[config.mk]
export PLATFORM = sky130hd
export DESIGN_NAME = io_out_buffer
export DESIGN_NICKNAME = d
export VERILOG_FILES = /design/src/rtl/io_out_buffer.sv
export SDC_FILE = /design/constraint.sdc
export NUM_CORES = 1
export LEC_CHECK = 0
export BUFFER_PORTS_ARGS = -buffer_cell sky130_fd_sc_hd__buf_2
export CAP_MARGIN = 0
export CORE_MARGIN = 3
export CORE_UTILIZATION = 40
export CTS_CLUSTER_DIAMETER = 200
export DETAILED_ROUTE_END_ITERATION = 10
export HOLD_SLACK_MARGIN = 0.08
export PLACE_DENSITY_LB_ADDON = 0.15
export SETUP_SLACK_MARGIN = 0.2
export SLEW_MARGIN = 15
export SYNTH_ARGS = -nofsm -noshare
export SYNTH_HDL_FRONTEND = slang
export SYNTH_SLANG_ARGS = --single-unit
export TNS_END_PERCENT = 100
[constraint.sdc]
create_clock -name clk -period 25.3 [get_ports clk]
set_input_delay 5.06 -clock clk [delete_from_list [all_inputs] [get_ports clk]]
set_output_delay 5.06 -clock clk [all_outputs]
set_load 0.02 [all_outputs]
[src/rtl/io_out_buffer.sv]
`default_nettype none
// ============================================================================
// Module      : io_out_buffer
// Description : CPU output FIFO (first-word-fall-through) with halt-driven drain.
// Revision    : 1.0 - initial release
// ============================================================================
module io_out_buffer #(
    parameter int DEPTH = 8,
    parameter int WIDTH = 64
) (
    input  logic                     clk,
    input  logic                     reset,
    input  logic                     out_signal,
    input  logic [WIDTH-1:0]         out_data,
    input  logic                     halt,
    output logic                     tx_valid,
    output logic [WIDTH-1:0]         tx_data,
    input  logic                     tx_ready,
    output logic [$clog2(DEPTH):0]   count,
    output logic                     full,
    output logic                     empty,
    output logic                     overflow,
    output logic                     drained
);

    localparam int AW = $clog2(DEPTH);
    localparam int CW = AW + 1;

    localparam logic [1:0] ST_RUN   = 2'd0;
    localparam logic [1:0] ST_DRAIN = 2'd1;
    localparam logic [1:0] ST_DONE  = 2'd2;

    logic [1:0]       state_q, state_d;
    logic [WIDTH-1:0] mem_q [DEPTH];
    logic [AW-1:0]    wr_ptr_q, wr_ptr_d;
    logic [AW-1:0]    rd_ptr_q, rd_ptr_d;
    logic [CW-1:0]    count_q, count_d;
    logic             overflow_q, overflow_d;
    logic [WIDTH-1:0] tx_data_q, tx_data_d;

    logic             w_accept;
    logic             w_full;
    logic             w_pop;
    logic             w_push;
    logic [CW-1:0]    w_remain;

    assign w_full = (count_q == CW'(DEPTH));
    assign w_pop  = (count_q != '0) && tx_ready;
    assign w_push = out_signal && w_accept && (!w_full || w_pop);

    // State register
    always_ff @(posedge clk) begin
        if (!reset) begin
            state_q <= ST_RUN;
        end else begin
            state_q <= state_d;
        end
    end

    // Next-state logic
    always_comb begin
        state_d = state_q;
        case (state_q)
            ST_RUN:   if (halt) state_d = ST_DRAIN;
            ST_DRAIN: if (count_d == '0) state_d = ST_DONE;
            ST_DONE:  state_d = ST_DONE;
            default:  state_d = ST_RUN;
        endcase
    end

    // FSM outputs
    always_comb begin
        w_accept = (state_q == ST_RUN);
        drained  = (state_q == ST_DONE);
    end

    // Datapath next-state
    always_comb begin
        wr_ptr_d   = wr_ptr_q + AW'(w_push);
        rd_ptr_d   = rd_ptr_q + AW'(w_pop);
        count_d    = count_q + CW'(w_push) - CW'(w_pop);
        overflow_d = overflow_q | (out_signal && w_accept && w_full && !w_pop);
        w_remain   = count_q - CW'(w_pop);
        tx_data_d  = tx_data_q;
        // Head after this edge: an older stored word, or the incoming one if nothing older remains
        if (w_remain != '0) begin
            tx_data_d = mem_q[rd_ptr_d];
        end else if (w_push) begin
            tx_data_d = out_data;
        end
    end

    always_ff @(posedge clk) begin
        if (!reset) begin
            wr_ptr_q   <= '0;
            rd_ptr_q   <= '0;
            count_q    <= '0;
            overflow_q <= 1'b0;
            tx_data_q  <= '0;
        end else begin
            wr_ptr_q   <= wr_ptr_d;
            rd_ptr_q   <= rd_ptr_d;
            count_q    <= count_d;
            overflow_q <= overflow_d;
            tx_data_q  <= tx_data_d;
        end
    end

    // Storage is intentionally not cleared on reset
    always_ff @(posedge clk) begin
        if (reset && w_push) begin
            mem_q[wr_ptr_q] <= out_data;
        end
    end

    assign tx_valid = (count_q != '0);
    assign tx_data  = tx_data_q;
    assign count    = count_q;
    assign full     = w_full;
    assign empty    = (count_q == '0);
    assign overflow = overflow_q;

endmodule
`default_nettype wire

# Word level (Yosys, flattened, before mapping)
# Memory sizes are Yosys's and may differ from the RTL's.
# Index checks and enable logic that the tools add are counted.
[word_totals] input_bits=69 output_inout_bits=73 ram_bits=512 memories=1 word_cells=41 reg_bits=77
[classes] addsub=5 muxes=7 bitwise=1 reduce_logical=16 eq_ne=5
[memory_table] memory="mem_q" words=8 width=64 rd=1 rd_ports_with_merged_regs=0 wr=1 line_no="34" source="logic [WIDTH-1:0] mem_q [DEPTH];"
[op_table] cell="$mux W64" n=2
[op_table] cell="$logic_not A4 Y1" n=2
[op_table] cell="$reduce_bool A4 Y1" n=2
[op_table] cell="$sub A4 B1 Y4" n=2
[op_table] cell="$add A3 B1 Y3" n=2
[op_table] cell="$logic_and A1 B1 Y1" n=6
[op_table] cell="$pmux W2 S3" n=1
[op_table] cell="$add A4 B1 Y4" n=1
[op_table] cell="$eq A4 B4 Y1 const B" n=1
[op_table] cell="$mux W2" n=2
[op_table] cell="$ne A2 B2 Y1 const B" n=2
[op_table] cell="$eq A2 B1 Y1 const B" n=1
[op_table] cell="$eq A2 B2 Y1 const B" n=1
[op_table] cell="$logic_not A1 Y1" n=2
[op_table] cell="$logic_not A2 Y1" n=1
[op_table] cell="$mux W1" n=2
[op_table] cell="$reduce_and A2 Y1" n=1
[op_table] cell="$reduce_bool A2 Y1" n=1
[op_table] cell="$logic_or A1 B1 Y1" n=1
[op_table] cell="$or A1 B1 Y1" n=1

# Longest topological paths before layout
# Gate-level depths: netlist of the first run.
[logic_depth] word_depth=9 depth_mapped=12 mapped_depth_nobuf=12

# Worst setup path after synthesis of the first run
# OpenSTA, ideal clock, no wires.
[synth_timing] kind="input-to-reg" from="input reset" to="memory mem_q[0][0] (enable)" path_stages=3 required_time_ps=24656 n_path_buf=1 setup_slack_ps=13172 t_arrival_ps=11484 setup_time_ps=644 path_cell_list="clkbuf_1 -> nand2b_1 -> nor4_1"
[synth_via] elab_chain_len=3
[synth_rtl] item="start: declaration" line_no="12" source="input logic reset,"
[synth_rtl] item="$logic_and A1 B1 Y1" line_no="111" source="if (reset && w_push) begin"
[synth_rtl] item="$mux W1" line_no="111"
[synth_rtl] item="$mux W1 (implied by the code)" line_no="112" source="mem_q[wr_ptr_q] <= out_data;"
[synth_rtl] item="end: declaration" line_no="34"
# Every way passes these cells.

# Worst setup path in the final report of the first run
[layout_timing] from="input tx_ready" to="memory mem_q[5][47] (enable)"
[layout_via] elab_chain_len=6
[layout_rtl] item="start: declaration" line_no="18" source="input logic tx_ready,"
[layout_rtl] item="$logic_and A1 B1 Y1" line_no="48" source="assign w_pop = (count_q != '0) && tx_ready;"
[layout_rtl] item="$logic_or A1 B1 Y1" line_no="49" source="assign w_push = out_signal && w_accept && (!w_full || w_pop);"
[layout_rtl] item="$logic_and A1 B1 Y1" line_no="49"
[layout_rtl] item="$logic_and A1 B1 Y1" line_no="111"
[layout_rtl] item="$mux W1" line_no="111"
[layout_rtl] item="$mux W1 (implied by the code)" line_no="112"
# Every way passes these cells.

==> results of run 1 <==
## worst paths after layout
check | slack, ps | cells after the start | end | from
setup / recovery | 17440 | 9 | mem_q[5][47] | tx_ready
hold / removal | 470 | 1 | overflow | overflow
setup reg to reg | 21190 | 10 | mem_q[5][47] | count[2]
hold reg to reg | 470 | 1 | overflow | overflow
## state kept, by name, summed over array words and instances (netlist names)
signal / count
count: 4
mem_q: 512
overflow: 1
rd_ptr_q: 3
state_q: 2
tx_data: 64
wr_ptr_q: 3
## metrics by stage
stage | worst slack, ps | util [%] | instance area (um^2) | instances
finish | 17440 | 47.3 | 26200 | 2027
global route | 17210 | 47.3 | 26100 | 2024
global placement | 16850 | 43.4 | 24000 | 1904
CTS | 17370 | 47.3 | 26100 | 2023
detailed placement | 16740 | 43.4 | 24000 | 1904
floorplan | 13170 | - | 22400 | 1048
## power by group
part / leakage, nW / internal (mW) / total (mW) / switching [mW]
clock: 1.02 / 0.574 / 0.937 / 0.363
sequential: 5.25 / 1.14 / 1.18 / 0.0386
combinational: 2.22 / 0.431 / 0.914 / 0.483
## worst max-delay path: cells and delay by family
kind	cells	cell delay [ps]
buf+inv	4	1720
simple gates	5	1210
## cell usage in the layout, fill, tap and decap left out, types with 9 or more instances in the layout
cell	instances
buf_4	24
dfxtp_1	77
buf_2	141
mux2i_1	130
nand2_1	9
mux4_2	128
clkbuf_1	28
and2_1	9
clkbuf_16	71
ha_1	13
o22ai_1	64
edfxtp_1	512
## cell families after synthesis
| group | count (synthesis) | synth area share [%] |
|---|---|---|
| flops | 589 | 75.5 |
| mux | 258 | 18.7 |
| compound gates | 71 | 2.07 |
| buf+inv | 66 | 1.59 |
| simple gates | 43 | 1.11 |
| fa+ha+maj | 16 | 0.926 |
| xor+xnor | 5 | 0.195 |
## cells in the mapped netlist
cell	instances	area, um^2
a31o_2	2	17.5
nor3_1	5	25.0
or3_4	1	11.3
edfxtp_1	512	15400
nor2_1	4	15.0
fa_1	1	20.0
and2_1	9	56.3
buf_1	1	3.75
buf_2	32	160
o21ai_0	1	5.00
inv_2	1	3.75
inv_1	8	30.0
nor3b_2	1	12.5
o41ai_1	1	8.76
nand3_2	1	10.0
o22ai_1	64	400
a311oi_2	1	15.0
nand2_1	9	33.8
clkbuf_1	7	26.3
mux2i_1	130	1300
nor4_1	3	18.8
buf_6	1	11.3
xor2_1	2	17.5
nand3_1	3	15.0
xnor2_1	3	26.3
o31a_1	1	8.76
and2b_4	1	10.0
dfxtp_1	77	1540
nand2b_1	4	25.0
mux4_2	128	2880
and3b_1	1	8.76
buf_4	16	120
nand4_1	1	6.26
o21a_1	1	7.51
ha_1	15	188
## area by class of cell
cell class	count	area, um^2	area share (%)
Antenna cell	4	10.0	0.0383
Clock buffer	102	1920	7.35
Clock inverter	17	210	0.804
Inverter	9	36.3	0.139
Multi-Input combinational cell	393	5240	20.0
Sequential cell	589	16900	64.7
Tap cell	748	936	3.58
Timing Repair Buffer	165	886	3.39
## metal layers
metal | global-route usage, % | up-vias
li1 | - | 4727
met1 | 22.6 | 5703
met2 | 27.8 | 225
met3 | 3.81 | 81
met4 | 3.97 | 8
met5 | 0 | -
==> flow_summary.toml, run 1 <==
[status]
outcome = "completed"

[logic_synthesis]
synth-seq-cells = 589
netlist_instances = 1048
synth_fp_nets = 1133
yosysUniqueCellTypes = 35
seq_area_frac_synth_pct = 75.5
syn_area_mm2 = 0.0224
yosysWarningCount = 0
synth.avg_cell_area_um2 = 21.4

[pwr]
totalPowerFinal_mw = 3.03
p_leak_nw = 8.49
ir_worst_vdd_mv = 0.0674
powerDensity_mw_per_mm2 = 116

[die]
coreArea_mm2 = 0.0553
pin_count = 142
chipWidth_um = 243
die_area_mm2 = 0.0589
start_util_pct = 40.5
die_y_um = 243
rows = 86

[grt]
grt_pass1_vias = 11500
grt_pass1_wl_um = 74300
grt_max_degree = 67
grt_use_total_pct = 16.7
gr-total-overflow = 0
antenna_found_initial = 8

[place]
portBuffers = 141
dp_hpwl_um = 25000
place.gp.congestion = 0.688

[setup_path]
arrival_ps = 8060
cp-end-kind = "flip-flop"
cp_cell_sequence = "buf_2, nand2b_1, nand2_1, nand3_2, inv_4, nand2_1, nor3_2, buf_4, buf_4"
cp_data_required_time_ps = 25500
critPathMaxStageDelay_ps = 690
critPathMaxFanout = 46
crit_type = "in -> reg"
slowest_stage = "buf_4"
crit_path_start_kind = "primary input"

[clock_tree]
cts_setup_buffers = 0
cts_resized = 0
clk_pin_slew_ps = 60
cts.sinks = 589
clockBufferDepth = 3
cts_max_level = 3
clock_latency_ps = 590
ctsHoldBuffers = 0
cts_buffers = 66
tritoncts = "done"
root_buffer = "clkbuf_16"

[sta]
fin_skew_ps = 21.6
hold_viol = 0
timing.fmax_ghz = 0.127
tightestPinTransition_ps = 1050
holdWs_ps = 472
setup_tns_ps = 0
rsz0062_at_grt = "no"
slew_headroom_pct = 30.3
setup_violations = 0
slew_violations = 0
fin_crit_ps = 7860
period_share_pct = 31.1

[drt]
top_layer = "met5"
met1_length_um = 21400
met2_length_um = 23700
wl_met3_um = 2280
vias = 10700
wl_um = 48300
final_antenna_net_count = 0
dr.pass1.iters = 5
drt_iter0_drc = 681
wl_per_cell_um = 23.8
via_per_inst = 5.30
drc = 0

[min_path]
hold_path_class = "reg -> reg"

[final_layout]
drive_gt1_share_pct = 31.1
nNetsFinal = 1309
synthToLayoutAreaGrowth_pct = 16.7
nFillCells = 4708

[job]
cap_violations = 0
Power figures use the tool's default switching activity.
==> inputs of run 2 (changes only) <==
==> constraint.sdc (replaced) <==
create_clock -name clk -period 7.75 [get_ports clk]
set_input_delay 1.55 -clock clk [delete_from_list [all_inputs] [get_ports clk]]
set_output_delay 1.55 -clock clk [all_outputs]
set_load 0.02 [all_outputs]
==> flow_summary.toml, run 2 (same netlist as run 1, synthesis figures left out) <==
[status]
outcome = "completed"

[sta]
setup_tns_ps = 0
fin_crit_ps = 4110
slew_headroom_pct = 49.8
hold_viol = 0
setup_slack_ps = 3640
setup_violations = 0
slew_violations = 0
rsz0062_at_grt = "no"
timing.fmax_ghz = 0.243
tightestPinTransition_ps = 753
period_share_pct = 53.1
fin_skew_ps = 14.7

[final_layout]
drive_gt1_share_pct = 31.5
nNetsFinal = 1304
final_util_pct = 47.0
largest_reg_flops = 512
regMostFlops = "mem_q"
synthToLayoutAreaGrowth_pct = 16.0
mostFrequentLayoutCells = "512 x edfxtp_1, 141 x buf_2, 130 x mux2i_1"
mostFrequentLayoutCell = "edfxtp_1"

[drt]
dr.pass1.iters = 5
final_antenna_net_count = 0
via_per_inst = 5.23
wl_per_cell_um = 23.6
drc = 0
vias = 10600
wl_um = 47600
drt_iter0_drc = 579

[die]
die_y_um = 243
start_util_pct = 40.5
die_area_mm2 = 0.0589
rows = 86
coreArea_mm2 = 0.0553
pin_count = 142
chipWidth_um = 243

[setup_path]
cp-end-kind = "flip-flop"
crit_type = "in -> reg"
cp_data_required_time_ps = 7980
slowest_stage = "inv_4"
crit_family = "buffers and inverters"
critPathMaxFanout = 37
critPathMaxStageDelay_ps = 630
crit_path_start_kind = "primary input"
cp_cell_sequence = "buf_2, nand2b_1, nand2_1, nand3_2, inv_4, nand2_1, nor3_2, buf_4, buf_4"
arrival_ps = 4340
critPathBufInv = 4

[clock_tree]
clockBufferDepth = 3
root_buffer = "clkbuf_16"
cts_max_level = 2
clk_pin_slew_ps = 60
clock_latency_ps = 610
ctsHoldBuffers = 0
cts_buffers = 60
tritoncts = "done"
cts_setup_buffers = 0
cts_resized = 0
cts.sinks = 589

[grt]
grt_pass1_vias = 11500
grt_use_total_pct = 16.4
gr-total-overflow = 0
grt_max_degree = 102
grt_pass1_wl_um = 73600
antenna_found_initial = 7

[place]
portBuffers = 141
place.gp.congestion = 0.691
pre_cts_ws_ps = 2920
dp_hpwl_um = 25400

[pwr]
p_leak_nw = 8.43
totalPowerFinal_mw = 9.66
ir_worst_vdd_mv = 0.362
powerDensity_mw_per_mm2 = 372

[job]
cap_violations = 0

[min_path]
hold_path_class = "reg -> reg"
==> run 2: cell count changes in the layout (fill, tap and decap cells not counted), sizes merged <==
cell,before,now
buf,165,166
clkbuf,102,91
clkinv,9,16
bufinv,5,4
inv,10,12
diode,4,2
clkinvlp,2,0
==> run 2: through the flow <==
stage	hold WS [ps]	cells	instance area (um^2)
3_5_place_dp	461	1905	24100
5_1_grt	501	2020	26000
3_3_place_gp	447	1905	24100
2_1_floorplan	451	1048	22400
6_report	472	2021	26000
4_1_cts	478	2019	26000
==> run 2: layer usage <==
| layer | routed length [um] | share of wire (%) | vias to the layer above | GRT usage, % |
|---|---|---|---|---|
| met5 | 55 | 0.12 | - | 0 |
| met4 | 753 | 1.6 | 8 | 4.17 |
| met3 | 1860 | 3.9 | 61 | 3.12 |
| met2 | 24300 | 51 | 174 | 28.2 |
| met1 | 20700 | 43 | 5621 | 21.7 |
| li1 | - | - | 4715 | - |
==> run 2: where the power goes <==
part / internal, mW / switching [mW] / total [mW] / leakage, nW
clock: 1.64 / 1.17 / 2.81 / 0.951
sequential: 3.73 / 0.133 / 3.86 / 5.25
combinational: 1.41 / 1.58 / 2.99 / 2.23
total: 6.78 / 2.88 / 9.66 / 8.43
==> run 2: worst paths after layout <==
check | start | slack, ps | endpoint | depth (start not counted)
worst max register to register | count[2] | 3850 | mem_q[4][44] | 10
worst min register to register | overflow | 470 | overflow | 1
worst min-delay path | overflow | 470 | overflow | 1
worst max-delay path | tx_ready | 3640 | mem_q[4][44] | 9
==> run 2: cell type report <==
cell class / count / area (um^2)
clock inverters: 23 / 224
diodes: 2 / 5.00
flip-flops and latches: 589 / 16900
fillers: 4730 / 29300
inverters: 9 / 36.3
multi-input cells: 393 / 5260
well taps: 748 / 936
repair buffers: 166 / 918
clock buffers: 91 / 1700
==> run 2: worst reg2reg max path: stages (launching register included) <==
cell and delay, ps:
dfxtp_1 380, inv_1 120, ha_1 200, nor3b_2 170
nand2_1 110, nand3_2 250, inv_4 640, nand2_1 350
nor3_2 220, buf_4 460, buf_4 580
